### config.mk
export PLATFORM = sky130hd
export DESIGN_NAME = uart_rx_param
export DESIGN_NICKNAME = d
export VERILOG_FILES = /design/src/rtl/uart_rx_param.sv
export SDC_FILE = /design/constraint.sdc
export NUM_CORES = 1
export LEC_CHECK = 0
export ABC_AREA = 1
export CAP_MARGIN = 5
export CORE_UTILIZATION = 45
export DETAILED_ROUTE_END_ITERATION = 7
export GPL_ROUTABILITY_DRIVEN = 0
export PLACE_DENSITY_LB_ADDON = 0.15
export SYNTH_ARGS = -nofsm -noshare
export SYNTH_HDL_FRONTEND = slang
export SYNTH_SLANG_ARGS = --single-unit
### constraint.sdc
create_clock -name CLK -period 2.6 [get_ports CLK]
set_clock_uncertainty 0.2 [all_clocks]
set_input_delay 0.52 -clock CLK [delete_from_list [all_inputs] [get_ports CLK]]
set_output_delay 0.52 -clock CLK [all_outputs]
set_load 0.01 [all_outputs]
### src/rtl/uart_rx_param.sv
// UART receiver: run-time baud divisor, 3-sample majority vote, frame/parity/overrun flags,
// one-deep valid/ready output buffer. Parity support is built only when UART_RX_PARITY_EN is defined.
module uart_rx_param #(
   parameter int unsigned DATA_BITS = 8,
   parameter int unsigned STOP_BITS = 1,
   parameter int unsigned DIV_W     = 16
) (
   input  logic                 CLK,
   input  logic                 RST_N,
   input  logic                 Rx_in,
   input  logic [DIV_W-1:0]     Clks_Per_Bit_in,
   input  logic [1:0]           Parity_Mode_in,
   output logic [DATA_BITS-1:0] Rx_Data_out,
   output logic                 Rx_Valid_out,
   input  logic                 Rx_Ready_in,
   output logic                 Rx_Frame_Err_out,
   output logic                 Rx_Parity_Err_out,
   output logic                 Rx_Overrun_out
);

   localparam int unsigned IDX_W = $clog2(DATA_BITS);
   localparam logic [DIV_W-1:0] DIV_MIN = DIV_W'(4);

   localparam logic [2:0] S_IDLE   = 3'd0;
   localparam logic [2:0] S_START  = 3'd1;
   localparam logic [2:0] S_DATA   = 3'd2;
`ifdef UART_RX_PARITY_EN
   localparam logic [2:0] S_PARITY = 3'd3;
`endif
   localparam logic [2:0] S_STOP   = 3'd4;
   localparam logic [2:0] S_DONE   = 3'd5;

   logic                 rx_s1, rx_s2;
   logic [2:0]           vote_sr;
   logic                 vote_c;

   logic [2:0]           state_q, state_d;
   logic [DIV_W-1:0]     cnt_q, cnt_d;
   logic [DIV_W-1:0]     div_q, div_d;
   logic [IDX_W-1:0]     bit_idx_q, bit_idx_d;
   logic                 stop_idx_q, stop_idx_d;
   logic [DATA_BITS-1:0] shreg_q, shreg_d;
   logic                 ferr_q, ferr_d;
   logic                 perr_q, perr_d;
   logic                 last_cnt_c;
   logic [DIV_W-1:0]     half_c;

`ifdef UART_RX_PARITY_EN
   logic [1:0]           pmode_q, pmode_d;
`else
   logic                 unused_pmode;
   assign unused_pmode = ^Parity_Mode_in;
`endif

   // Synchroniser and majority-vote window; idle-high after reset
   always_ff @(posedge CLK or negedge RST_N) begin
      if (!RST_N) begin
         rx_s1   <= 1'b1;
         rx_s2   <= 1'b1;
         vote_sr <= 3'b111;
      end else begin
         rx_s1   <= Rx_in;
         rx_s2   <= rx_s1;
         vote_sr <= {vote_sr[1:0], rx_s2};
      end
   end

   assign vote_c     = (vote_sr[0] & vote_sr[1]) | (vote_sr[0] & vote_sr[2]) | (vote_sr[1] & vote_sr[2]);
   assign last_cnt_c = (cnt_q == (div_q - DIV_W'(1)));
   assign half_c     = (div_q - DIV_W'(1)) >> 1;

   always_ff @(posedge CLK or negedge RST_N) begin
      if (!RST_N) begin
         state_q    <= S_IDLE;
         cnt_q      <= '0;
         div_q      <= DIV_MIN;
         bit_idx_q  <= '0;
         stop_idx_q <= 1'b0;
         shreg_q    <= '0;
         ferr_q     <= 1'b0;
         perr_q     <= 1'b0;
`ifdef UART_RX_PARITY_EN
         pmode_q    <= 2'b00;
`endif
      end else begin
         state_q    <= state_d;
         cnt_q      <= cnt_d;
         div_q      <= div_d;
         bit_idx_q  <= bit_idx_d;
         stop_idx_q <= stop_idx_d;
         shreg_q    <= shreg_d;
         ferr_q     <= ferr_d;
         perr_q     <= perr_d;
`ifdef UART_RX_PARITY_EN
         pmode_q    <= pmode_d;
`endif
      end
   end

   // Frame sequencing; all timing is measured from the synchronised start edge
   always_comb begin
      state_d    = state_q;
      cnt_d      = cnt_q;
      div_d      = div_q;
      bit_idx_d  = bit_idx_q;
      stop_idx_d = stop_idx_q;
      shreg_d    = shreg_q;
      ferr_d     = ferr_q;
      perr_d     = perr_q;
`ifdef UART_RX_PARITY_EN
      pmode_d    = pmode_q;
`endif
      case (state_q)
         S_IDLE: begin
            if (!rx_s2) begin
               state_d = S_START;
               cnt_d   = '0;
               div_d   = (Clks_Per_Bit_in < DIV_MIN) ? DIV_MIN : Clks_Per_Bit_in;
               ferr_d  = 1'b0;
               perr_d  = 1'b0;
`ifdef UART_RX_PARITY_EN
               pmode_d = Parity_Mode_in;
`endif
            end
         end
         S_START: begin
            if (cnt_q == half_c) begin
               cnt_d     = '0;
               bit_idx_d = '0;
               state_d   = vote_c ? S_IDLE : S_DATA;
            end else begin
               cnt_d = cnt_q + DIV_W'(1);
            end
         end
         S_DATA: begin
            if (last_cnt_c) begin
               cnt_d     = '0;
               shreg_d   = {vote_c, shreg_q[DATA_BITS-1:1]};
               bit_idx_d = bit_idx_q + IDX_W'(1);
               if (bit_idx_q == IDX_W'(DATA_BITS - 1)) begin
                  stop_idx_d = 1'b0;
`ifdef UART_RX_PARITY_EN
                  state_d = (pmode_q == 2'b01 || pmode_q == 2'b10) ? S_PARITY : S_STOP;
`else
                  state_d = S_STOP;
`endif
               end
            end else begin
               cnt_d = cnt_q + DIV_W'(1);
            end
         end
`ifdef UART_RX_PARITY_EN
         S_PARITY: begin
            if (last_cnt_c) begin
               cnt_d   = '0;
               perr_d  = ((^shreg_q) ^ vote_c) != (pmode_q == 2'b01);
               state_d = S_STOP;
            end else begin
               cnt_d = cnt_q + DIV_W'(1);
            end
         end
`endif
         S_STOP: begin
            if (last_cnt_c) begin
               cnt_d = '0;
               if (!vote_c) ferr_d = 1'b1;
               if (stop_idx_q == 1'(STOP_BITS - 1)) state_d = S_DONE;
               else                                 stop_idx_d = stop_idx_q + 1'b1;
            end else begin
               cnt_d = cnt_q + DIV_W'(1);
            end
         end
         S_DONE:  state_d = S_IDLE;
         default: state_d = S_IDLE;
      endcase
   end

   // One-deep output buffer; a same-edge accept frees the slot for the new frame
   always_ff @(posedge CLK or negedge RST_N) begin
      if (!RST_N) begin
         Rx_Data_out       <= '0;
         Rx_Valid_out      <= 1'b0;
         Rx_Frame_Err_out  <= 1'b0;
         Rx_Parity_Err_out <= 1'b0;
         Rx_Overrun_out    <= 1'b0;
      end else begin
         Rx_Overrun_out <= 1'b0;
         if (state_q == S_DONE) begin
            if (!Rx_Valid_out || Rx_Ready_in) begin
               Rx_Data_out       <= shreg_q;
               Rx_Frame_Err_out  <= ferr_q;
               Rx_Parity_Err_out <= perr_q;
               Rx_Valid_out      <= 1'b1;
            end else begin
               Rx_Overrun_out <= 1'b1;
            end
         end else if (Rx_Valid_out && Rx_Ready_in) begin
            Rx_Valid_out <= 1'b0;
         end
      end
   end

endmodule
==> results.py, run 1 <==
metrics = {
    "run_status": {
        "status": "finished clean",
    },
    "floorplan": {
        "ios": 34,
        "core_area_sq_um": 8720,
        "fp.dieW_um": 96.7,
        "dieArea_sq_um": 9350,
        "die_y_um": 96.7,
        "initial_utilization_pct": 46.3,
        "rows": 34,
    },
    "synthesis": {
        "synth_area_leaders": "dfrtp_1 35%, nand2_1 17%, nand3_1 9.6%",
        "synth_commonest_cells": "188 x nand2_1, 77 x nand3_1, 59 x inv_1",
        "synth_flop_cell": "dfrtp_1",
        "ys_types": 39,
        "yosysMostFrequentCell": "nand2_1",
        "synth_seq_area_share_pct": 39.3,
        "syn_nets": 597,
        "yosysWarnings": 0,
        "ys_seq_elements": 63,
        "netlist.top_cell.by_area": "dfrtp_1",
        "synth-async-reset-ratio_pct": 100,
        "synth-edff-count": 0,
        "yosys.area.top_type_share_pct": 35.3,
        "syn_avg_cell_area_sq_um": 7.07,
        "netlist_area_sq_um": 4040,
        "syn_inst": 571,
    },
    "sta": {
        "slew_headroom_pct": 66.2,
        "fin_crit_ns": 2.45,
        "worst-slew-pin-transition_ns": 0.507,
        "setup_ws_ns": 0.148,
        "post-route-period-util_pct": 94.3,
        "drv_slew": 0,
        "fmax_mhz": 408,
        "finalSetupViolCount": 0,
        "hold_viol_final": 0,
    },
    "setup_path": {
        "path_max_fanout": 6,
        "cp-end-kind": "register",
        "crit_top_cell": "nand2_1",
        "critPathArrivalTime_ns": 2.54,
        "critPathBufInv": 3,
        "slowest_stage": "dfrtp_1",
        "path_class": "reg2reg",
        "start_kind": "register",
        "crit_chain": "inv_2 > ha_4 > buf_4 > nand2_4 > nor2_8 > nand2_1 > nand3_2 > nand2_1 > nor2_1 > nand3_1 > nor2_2 > nand2_1 > nand2_4 > buf_4 > nand4_1 > nand2_1",
        "cp.required_ns": 2.69,
        "crit_family": "simple AND/OR/NAND/NOR gates",
        "r2r_slack_ns": 0.15,
        "max_stage_delay_ns": 0.39,
    },
    "pwr": {
        "p_per_area_nw_per_um2": 958,
        "totalPowerFinal_w": 0.00465,
        "p_leak_nw": 2.40,
        "peakVddDrop_mv": 0.501,
    },
    "final_layout": {
        "num-fill-cells": 808,
        "multiInputGateArea_sq_um": 2250,
        "fin_nets": 646,
        "area_growth_pct": 20.3,
        "antenna_cells": 0,
        "drive_gt1_share_pct": 14.4,
        "ff_latch_area_sq_um": 1580,
        "design_area_sq_um": 4860,
    },
    "place": {
        "dp_slack_ns": -0.0581,
        "portBuffers": 30,
        "placed_area_sq_um": 4500,
        "dp_hpwl_um": 6910,
    },
    "drt": {
        "num_vias": 3715,
        "routed_wirelength_um": 9380,
        "wl_per_cell_um": 12.8,
        "drtAntennaViolNets": 0,
        "drt-initial-drc-count": 256,
        "vias_per_cell": 5.07,
        "drc": 0,
        "drtPass1Iterations": 5,
    },
    "global_routing": {
        "grt_max_degree": 29,
        "grt_pass1_wl_um": 15800,
        "grt_usage_pct": 20.9,
        "antenna_found_initial": 0,
        "grt_pass1_vias": 3355,
        "gr-total-overflow": 0,
    },
    "cts": {
        "cts.clk_slew.worst_paths_ns": 0.07,
        "tritoncts": "done",
        "cts_made_buffers": 9,
        "cts_buffer_depth": 2,
        "htree_levels": 3,
        "cts_sinks": 63,
        "cts-root-buf": "clkbuf_8",
        "insertion_delay_ns": 0.35,
    },
    "min_path": {
        "hold_class": "reg2reg",
    },
    "job": {
        "max-cap-violations": 0,
    },
}
-- layout by cell type (no fill, tap or decap), types with 2 or more instances in the layout --
| cell | synthesis | routed |
|---|---|---|
| nor2_2 | 4 | 4 |
| clkinv_2 | 0 | 2 |
| clkdlybuf4s50_1 | 0 | 29 |
| nor2_1 | 54 | 51 |
| nand2_1 | 188 | 184 |
| nor2_4 | 5 | 8 |
| dfstp_2 | 6 | 6 |
| nor2_8 | 2 | 2 |
| or2_2 | 2 | 2 |
| dfrtp_1 | 57 | 57 |
| nand3_1 | 77 | 75 |
| nand3_2 | 2 | 3 |
| inv_2 | 2 | 3 |
| clkinv_1 | 2 | 2 |
| nand4_1 | 13 | 13 |
| ha_1 | 4 | 3 |
| nand2_4 | 4 | 3 |
| nor4_1 | 6 | 6 |
| nand2_2 | 3 | 6 |
| clkinvlp_4 | 0 | 4 |
| buf_4 | 1 | 18 |
| nand2_8 | 0 | 3 |
| clkbuf_8 | 0 | 9 |
| a21oi_2 | 8 | 8 |
| a21oi_1 | 3 | 3 |
| nor3_1 | 7 | 7 |
| xor2_1 | 9 | 9 |
| inv_1 | 59 | 58 |
| buf_12 | 0 | 2 |
| o21ai_0 | 28 | 28 |
-- kinds of logic (layout without fill, tap and decap cells) --
kind of cell	count (synthesis)	after routing	synth area share [%]
simple gates	372	373	42.5
buf+inv	77	130	7.66
flops	63	63	39.3
compound gates	41	41	5.95
xor+xnor	11	11	2.73
fa+ha+maj	5	5	1.49
other cells	1	1	0.0929
mux	1	1	0.279
-- metal layers --
metal | GRT usage, % | part of all wire, %
met1 | 30.8 | 50
met2 | 30.6 | 44
met3 | 4.41 | 4.2
met4 | 6.66 | 1.8
met5 | 0 | 0
-- sequential cells by signal (all words and copies together) (netlist names) --
register,cells
rx_s2,1
cnt_q,16
Rx_Valid_out,1
bit_idx_q,3
Rx_Data_out,8
ferr_q,1
Rx_Overrun_out,1
shreg_q,8
rx_s1,1
div_q,16
Rx_Frame_Err_out,1
state_q,3
vote_sr,3
-- metrics by stage --
step	setup TNS [ns]	utilization (%)	instances	hold slack, ns
3_5_place_dp	-0.480	51.5	707	0.150
2_1_floorplan	0	-	571	0.0244
3_3_place_gp	0	51.5	707	0.146
5_1_grt	-0.156	55.7	733	0.164
6_report	0	55.7	733	0.159
4_1_cts	0	53.7	724	0.163
-- area by class of cell --
type,count,area share (%)
inverter,63,4.87
timing repair buffer,51,9.89
clock buffer,9,2.55
clock inverter,7,1.00
sequential,63,32.6
multi-input combinational,432,46.3
tap,108,2.78
-- repair_timing --
action                                 in CTS  in global routing
resized for setup                           1                 19
endpoints found under the hold margin      19                  0
gates cloned                                0                  1
setup buffers                               0                  8
pin swaps                                   1                 17
hold buffers                                1                  0
setup endpoints to repair                  26                 31
-- final timing paths --
path | start | to | depth (start not counted)
max | div_q[1] | state_q[0] | 16
min | rx_s1 | rx_s2 | 0
max reg2reg | div_q[1] | state_q[0] | 16
min reg2reg | rx_s1 | rx_s2 | 0
max in group asynchronous | RST_N | vote_sr[0] | 3
min in group asynchronous | RST_N | cnt_q[5] | 2
-- power by group --
group	internal [W]	total [W]	leakage (nW)	switching, W
Sequential	0.00119	0.00145	0.824	0.000259
Combinational	0.000893	0.00244	1.50	0.00154
Clock	0.000344	0.000766	0.0776	0.000422
Note: power is estimated with default switching activity, not from simulation.
==> run 2, diff against run 1 <==
--- a/config.mk
+++ b/config.mk
@@ -11,6 +11,7 @@
 export DETAILED_ROUTE_END_ITERATION = 7
 export GPL_ROUTABILITY_DRIVEN = 0
 export PLACE_DENSITY_LB_ADDON = 0.15
+export RECOVER_POWER = 25
 export SYNTH_ARGS = -nofsm -noshare
 export SYNTH_HDL_FRONTEND = slang
 export SYNTH_SLANG_ARGS = --single-unit
==> results.py, run 2 (synthesis gave the netlist of run 1 again) <==
metrics = {
    "final_layout": {
        "final_common_cell": "nand2_1",
        "drive_gt1_share_pct": 13.8,
        "num-fill-cells": 809,
        "fin_nets": 646,
        "largestRegisters": "cnt_q x16, div_q x16",
        "antenna_cells": 0,
        "area_growth_pct": 20.3,
        "design_area_sq_um": 4850,
        "final_cell_mix": "184 x nand2_1, 75 x nand3_1, 58 x inv_1, 57 x dfrtp_1, 51 x nor2_1",
    },
    "place": {
        "portBuffers": 30,
        "dp_slack_ns": -0.0581,
        "placed_area_sq_um": 4500,
        "dp_hpwl_um": 6910,
    },
    "drt": {
        "num_vias": 3716,
        "drtPass1Iterations": 5,
        "wl_per_cell_um": 12.8,
        "drc": 0,
        "routed_wirelength_um": 9380,
        "vias_per_cell": 5.07,
        "drtAntennaViolNets": 0,
        "drt-initial-drc-count": 258,
    },
    "floorplan": {
        "fp.dieW_um": 96.7,
        "dieArea_sq_um": 9350,
        "ios": 34,
        "die_y_um": 96.7,
        "rows": 34,
        "core_area_sq_um": 8720,
        "initial_utilization_pct": 46.3,
    },
    "setup_path": {
        "critPathArrivalTime_ns": 2.55,
        "cp-end-kind": "register",
        "crit_top_cell": "nand2_1",
        "path_max_fanout": 6,
        "worstReg2RegEnd": "state_q[0]",
        "r2r_start": "div_q[1]",
        "slowest_stage": "dfrtp_1",
        "r2r_cells": 16,
        "start_kind": "register",
        "max_stage_delay_ns": 0.39,
        "cp.required_ns": 2.69,
        "path_class": "reg2reg",
        "r2r_slack_ns": 0.14,
        "crit_chain": "inv_2 > ha_4 > buf_4 > nand2_4 > nor2_8 > nand2_1 > nand3_2 > nand2_1 > nor2_1 > nand3_1 > nor2_2 > nand2_1 > nand2_4 > buf_4 > nand4_1 > nand2_1",
    },
    "cts": {
        "cts-root-buf": "clkbuf_8",
        "cts_buffer_depth": 2,
        "tritoncts": "done",
        "cts_sinks": 63,
        "htree_levels": 3,
        "cts_made_buffers": 9,
        "cts.clk_slew.worst_paths_ns": 0.07,
        "insertion_delay_ns": 0.35,
    },
    "sta": {
        "slew_headroom_pct": 18.7,
        "worst-slew-pin-transition_ns": 1.22,
        "setup_ws_ns": 0.144,
        "drv_slew": 0,
        "fin_crit_ns": 2.46,
        "fmax_mhz": 407,
        "hold_viol_final": 0,
        "finalSetupViolCount": 0,
        "post-route-period-util_pct": 94.5,
    },
    "min_path": {
        "hold_class": "reg2reg",
        "hold_depth": 0,
        "min-delay-start": "rx_s1",
        "min_to": "rx_s2",
    },
    "global_routing": {
        "grt_max_degree": 29,
        "grt_pass1_vias": 3355,
        "antenna_found_initial": 0,
        "met1_usage_pct": 30.8,
        "grt_usage_pct": 20.9,
        "gr-total-overflow": 0,
        "grt_busiest_layer": "met1",
        "grt_pass1_wl_um": 15800,
        "use_met3_pct": 4.41,
        "use_met2_pct": 30.6,
    },
    "pwr": {
        "totalPowerFinal_w": 0.00465,
        "p_seq_share_pct": 31.1,
        "peakVddDrop_mv": 0.501,
        "p_leak_nw": 2.40,
        "p_per_area_nw_per_um2": 958,
        "p_switching_w": 0.00223,
        "netSwitchingFraction_pct": 47.9,
        "internal_power_w": 0.00243,
        "clkPwrFrac_pct": 16.5,
        "combPwrFrac_pct": 52.4,
    },
    "job": {
        "max-cap-violations": 0,
    },
    "run_status": {
        "status": "finished clean",
    },
}
==> run 2: cell types whose count changed in the layout (fill, tap and decap cells not counted) <==
cell / before / now
buf_2: 1 / 0
clkbuf_1: 0 / 1
clkdlybuf4s50_1: 29 / 27
dfstp_1: 0 / 3
dfstp_2: 6 / 3
dlygate4sd3_1: 1 / 3
==> run 2: per-stage QoR <==
step | hold WS [ns] | std cells | TNS (ns) | util (%)
after floorplan | 0.0244 | 571 | 0 | -
after global placement | 0.146 | 707 | 0 | 51.5
final | 0.165 | 733 | 0 | 55.7
after CTS | 0.163 | 724 | 0 | 53.7
after detailed placement | 0.150 | 707 | -0.480 | 51.5
after global routing | 0.169 | 733 | -0.156 | 55.7
==> run 2: repair_timing <==
action | CTS | global route
setup endpoints to repair | 26 | 31
resized for setup | 1 | 19
hold endpoints to repair | 19 | 0
buffers inserted | 0 | 8
pin swaps | 1 | 17
hold buffers | 1 | 0
gates cloned | 0 | 1
==> run 2: worst max-delay path: cells and delay by family, from the launching register on <==
kind / cells / cell delay [ns]
fa+ha+maj: 1 / 0.16
flops: 1 / 0.39
buf+inv: 3 / 0.36
simple gates: 12 / 1.25
==> run 2: worst max-delay path by stage <==
stage | start | end | depth (start not counted)
final | div_q[1] | state_q[0] | 16
after global routing | div_q[1] | state_q[0] | 16
after CTS | div_q[1] | cnt_q[15] | 17
after detailed placement | div_q[1] | shreg_q[3] | 15
after global placement | div_q[1] | shreg_q[4] | 15
after floorplan | div_q[0] | cnt_q[4] | 18
==> run 2: final cells by class <==
cell class / instances / area [sq um] / area share [%]
clock buffers: 9 / 124 / 2.55
clock inverters: 7 / 48.8 / 1.01
inverters: 63 / 236 / 4.87
multi-input cells: 432 / 2250 / 46.3
flip-flops and latches: 63 / 1580 / 32.6
well taps: 108 / 135 / 2.78
repair buffers: 51 / 479 / 9.87
==> run 2: per-layer routing <==
| metal | wire length [um] | share of wire, % |
|---|---|---|
| met3 | 396 | 4.2 |
| met2 | 4090 | 44 |
| met5 | 0 | 0 |
| met4 | 170 | 1.8 |
| met1 | 4720 | 50 |
==> run 2: power by group through the flow <==
stage	Clock (W)	Combinational [W]	Sequential (W)
finish	0.000767	0.00244	0.00145
global route	0.000838	0.00275	0.00148
CTS	0.000789	0.00218	0.00143
detailed placement	0	0.00217	0.00145
global placement	0	0.00213	0.00144
floorplan	0	0.00170	0.00138
